### src/rtl/alu_cmd_sequencer.sv
// ============================================================================
// alu_cmd_sequencer
// Collects A/B/opcode tokens, drives a combinational ALU, and hands the
// captured result to a consumer over a valid/ready channel.
// Revision: 1.0
// ============================================================================
`default_nettype none

module alu_cmd_sequencer #(
    parameter int LARGO = 8
) (
    input  logic             clk,
    input  logic             reset,
    input  logic             clear,
    input  logic [15:0]      in_data,
    input  logic             in_valid,
    output logic             in_ready,
    output logic [LARGO-1:0] alu_a,
    output logic [LARGO-1:0] alu_b,
    output logic [15:0]      alu_op,
    input  logic [LARGO:0]   alu_res,
    output logic [LARGO:0]   res_data,
    output logic             res_err,
    output logic             res_valid,
    input  logic             res_ready,
    output logic [7:0]       op_count,
    output logic             busy
);

    typedef enum logic [2:0] {
        GET_A  = 3'd0,
        GET_B  = 3'd1,
        GET_OP = 3'd2,
        EXEC   = 3'd3,
        DONE   = 3'd4
    } state_t;

    state_t r_state;
    logic   w_xfer;
    logic   w_legal;

    assign in_ready = (r_state == GET_A) || (r_state == GET_B) || (r_state == GET_OP);
    assign busy     = (r_state != GET_A);
    assign w_xfer   = in_valid && in_ready;

    // Only add, mult, and, sub, or are implemented by the ALU.
    always_comb begin
        w_legal = 1'b0;
        case (alu_op)
            16'd16, 16'd17, 16'd18, 16'd20, 16'd21: w_legal = 1'b1;
            default:                                 w_legal = 1'b0;
        endcase
    end

    always_ff @(posedge clk or posedge reset) begin
        if (reset) begin
            r_state   <= GET_A;
            alu_a     <= '0;
            alu_b     <= '0;
            alu_op    <= '0;
            res_data  <= '0;
            res_err   <= 1'b0;
            res_valid <= 1'b0;
            op_count  <= 8'd0;
        end else if (clear) begin
            // Abort wins over any transfer or handshake in the same cycle.
            r_state   <= GET_A;
            res_valid <= 1'b0;
        end else begin
            case (r_state)
                GET_A: begin
                    if (w_xfer) begin
                        alu_a   <= in_data[LARGO-1:0];
                        r_state <= GET_B;
                    end
                end
                GET_B: begin
                    if (w_xfer) begin
                        alu_b   <= in_data[LARGO-1:0];
                        r_state <= GET_OP;
                    end
                end
                GET_OP: begin
                    if (w_xfer) begin
                        alu_op  <= in_data;
                        r_state <= EXEC;
                    end
                end
                EXEC: begin
                    res_data  <= w_legal ? alu_res : '0;
                    res_err   <= ~w_legal;
                    res_valid <= 1'b1;
                    r_state   <= DONE;
                end
                DONE: begin
                    if (res_valid && res_ready) begin
                        res_valid <= 1'b0;
                        op_count  <= op_count + 8'd1;
                        r_state   <= GET_A;
                    end
                end
                default: r_state <= GET_A;
            endcase
        end
    end

endmodule

`default_nettype wire

### config.mk
export PLATFORM = sky130hd
export DESIGN_NAME = alu_cmd_sequencer
export DESIGN_NICKNAME = d
export VERILOG_FILES = /design/src/rtl/alu_cmd_sequencer.sv
export SDC_FILE = /design/constraint.sdc
export NUM_CORES = 1
export LEC_CHECK = 0
export CORE_UTILIZATION = 40
export CTS_CLUSTER_SIZE = 20
export DETAILED_ROUTE_END_ITERATION = 10
export MAX_ROUTING_LAYER = met4
export PLACE_DENSITY = 0.73
export SLEW_MARGIN = 20
export SYNTH_ARGS = -nofsm -noshare
export SYNTH_HDL_FRONTEND = slang
export SYNTH_SLANG_ARGS = --single-unit
### constraint.sdc
create_clock -name clk -period 2.7 [get_ports clk]
set_input_delay 0.54 -clock clk [delete_from_list [all_inputs] [get_ports clk]]
set_output_delay 0.54 -clock clk [all_outputs]
set_load 0.1 [all_outputs]
==> results.py <==
metrics = {
    "yosys": {
        "yosysSeqAreaShare_pct": 59.7,
        "yosysUniqueCellTypes": 32,
        "synth_area_mm2": 0.00226,
        "syn-instance-count": 175,
        "ys.warnings.count": 0,
        "syn_avg_cell_area_um2": 12.9,
        "ys_seq_elements": 54,
        "synth_nets": 206,
    },
    "sta": {
        "rsz0062_at_grt": "no",
        "drv_slew": 0,
        "max_slew.worst_pin.slew_ns": 0.935,
        "max_freq_mhz": 512,
        "finalHoldViolations": 0,
        "finalSetupViolCount": 0,
        "fin_crit_sh_pct": 72.4,
        "finalSetupTns_ns": 0,
        "skew_ns": 0.00322,
        "final.min_clock_period_ns": 1.95,
        "slew_headroom_pct": 37.5,
    },
    "drt": {
        "drt_pass1_iterations": 4,
        "ant_nets": 0,
        "routed_wl_mm": 4.98,
        "drc_errors": 0,
        "routed_via_density": 5.08,
        "drt_iter0_markers": 95,
        "wl_per_cell_um": 14.9,
        "vias": 1693,
    },
    "placed_design": {
        "dp.cells": 325,
        "dp_hpwl_mm": 3.69,
        "gp_congestion": 0.771,
        "numPortBuffers": 82,
    },
    "power": {
        "p_sw_share_pct": 51.8,
        "clockPowerShare_pct": 14.3,
        "combPwrFrac_pct": 51.8,
        "powerDensity_mw_per_mm2": 1010,
        "cellLeakagePower_uw": 0.00147,
        "ir_drop_uv": 731,
        "switchingPower_uw": 1630,
        "p_int_uw": 1510,
        "pwr-share-seq_pct": 33.9,
    },
    "clock_network": {
        "cts_sinks": 54,
        "cts_resized": 0,
        "post_cts_buffers": 0,
        "clockBufferDepth": 2,
        "clk_latency_ns": 0.29,
        "h-tree-depth": 2,
        "cts_hold_buf": 0,
        "clk_pin_slew_ns": 0.09,
        "root_buffer": "clkbuf_8",
        "numCtsBuffers": 5,
        "cts_tree": "yes",
    },
    "floorplanning": {
        "dieArea_mm2": 0.00596,
        "die_h_um": 77.2,
        "start_util_pct": 41.3,
        "pin_count": 83,
        "fp.dieW_um": 77.2,
        "rows": 27,
        "core_region_area_mm2": 0.00547,
    },
    "critical_path": {
        "r2r_end": "op_count[7]",
        "r2r_slack_ns": 0.94,
        "end_kind": "register",
        "cp_data_required_time_ns": 2.89,
        "setup.worst_path.start_class": "input port",
        "crit_type": "in2reg",
        "cp.arrival_ns": 2.14,
        "cp_max_fo": 9,
        "r2r-start": "r_state[0]",
        "reg2reg_depth": 3,
    },
    "layout": {
        "antennaDiodeCount": 0,
        "fillers": 481,
        "drive_above_1_share_pct": 38.3,
        "layout_commonest_cell": "buf_4",
        "mostFrequentLayoutCells": "buf_4, dfrtp_1, mux2_2",
        "nets": 291,
        "instances_no_fill": 333,
        "synthToLayoutAreaGrowth_pct": 37.9,
    },
    "outcome": {
        "status": "finished clean",
    },
    "min_path": {
        "hold_end": "res_data[5]",
        "hp-start": "res_data[5]",
        "hold_path_class": "reg2reg",
        "hold_depth": 2,
    },
    "global_route": {
        "grt_first_pass_wirelength_mm": 8.33,
        "grt-ovfl-total": 0,
        "grt_max_degree": 29,
        "grt_pass1_vias": 1671,
        "antenna_found_initial": 0,
        "track_usage_pct": 18.6,
    },
    "run": {
        "maxCapViolations": 0,
    },
}
-- worst max path at each step --
stage | from | slack (ns) | cells past startpoint | end
after floorplan | r_state[2] | 0.20 | 2 | in_ready
after global placement | clear | 0.43 | 4 | alu_b[5]
after detailed placement | clear | 0.39 | 4 | alu_b[5]
after CTS | clear | 0.70 | 4 | alu_b[5]
after global routing | clear | 0.55 | 4 | res_data[8]
final | clear | 0.75 | 4 | alu_b[5]
-- per-stage QoR --
step	area (um^2)	util (%)	power [uW]	hold slack, ns	setup WS (ns)
after detailed placement	3030	55.3	2720	0.474	0.392
after global placement	3030	55.3	2710	0.464	0.432
after floorplan	2260	-	2340	0.526	0.201
after global routing	3120	57.0	3250	0.511	0.552
final	3120	57.0	3140	0.489	0.746
after CTS	3120	57.0	3170	0.494	0.704
-- cell usage after synthesis --
master / n / area share, %
or3_1: 1 / 0.28
or3b_1: 1 / 0.39
buf_2: 2 / 0.44
dfrtp_1: 54 / 60
a21bo_2: 1 / 0.44
a211oi_1: 1 / 0.33
nand4bb_1: 1 / 0.50
mux2_2: 31 / 15
nand2_1: 15 / 2.5
nand4_1: 1 / 0.28
ha_1: 1 / 0.55
inv_1: 3 / 0.50
nand3b_1: 1 / 0.33
nor4b_2: 2 / 1.3
mux2_1: 2 / 1.0
and2b_1: 1 / 0.33
nor3_1: 5 / 1.1
nand3_1: 13 / 2.9
nor2b_1: 1 / 0.28
buf_4: 1 / 0.33
nor4_1: 3 / 0.83
buf_6: 2 / 1.0
a2bb2oi_1: 1 / 0.39
nor3_2: 1 / 0.44
nand4b_1: 2 / 0.77
a21oi_1: 4 / 0.88
xor2_1: 7 / 2.7
clkbuf_1: 2 / 0.33
mux2i_1: 1 / 0.44
nor2_1: 3 / 0.50
o21ai_0: 10 / 2.2
nor4_2: 1 / 0.55
-- critical path, stage by stage --
cell and delay [ns]:
clkdlybuf4s50_1 0.57, nor2_1 0.23, nand3_1 0.39, mux2_2 0.41
-- flip-flops by register name, indices dropped and copies added (netlist names) --
register,flops
res_err,1
res_valid,1
op_count,8
alu_b,8
alu_op,16
alu_a,8
r_state,3
res_data,9
-- kinds of logic (layout without fill, tap and decap cells) --
family                     Yosys count  count (layout)  synth area share [%]
buffers and inverters               10              96                  2.60
adders and majority gates            1               1                 0.553
and+or+nand+nor                     52              52                  13.3
xor gates and xnor gates             7               7                  2.71
muxes                               34              34                  16.9
DFF                                 54              54                  59.7
AOI/OAI and AO/OA                   17              17                  4.26
-- cell type report --
cell class              instances  area (um^2)  share of cell area, %
clock buffers                   7         86.3                   2.77
repair buffers                 85          723                   23.2
flip-flops and latches         54         1350                   43.3
multi-input cells             111          852                   27.3
inverters                       3         11.3                  0.361
well taps                      72         90.1                   2.89
clock inverters                 1         5.00                  0.160
-- power by group through the flow --
| stage | Clock (uW) | Sequential, uW | Combinational (uW) |
|---|---|---|---|
| 4_1_cts | 462 | 1070 | 1640 |
| 5_1_grt | 490 | 1090 | 1680 |
| 3_5_place_dp | 0 | 1080 | 1640 |
| 3_3_place_gp | 0 | 1080 | 1630 |
| 6_report | 450 | 1070 | 1630 |
| 2_1_floorplan | 0 | 2110 | 234 |
-- routing by layer --
layer,vias to the layer above,part of all wire [%],track usage [%]
met4,0,0.20,4.53
met3,2,6.8,3.93
met5,-,0,-
met2,67,46,28.1
met1,830,47,25.6
li1,794,-,-
Power figures use the tool's default switching activity.
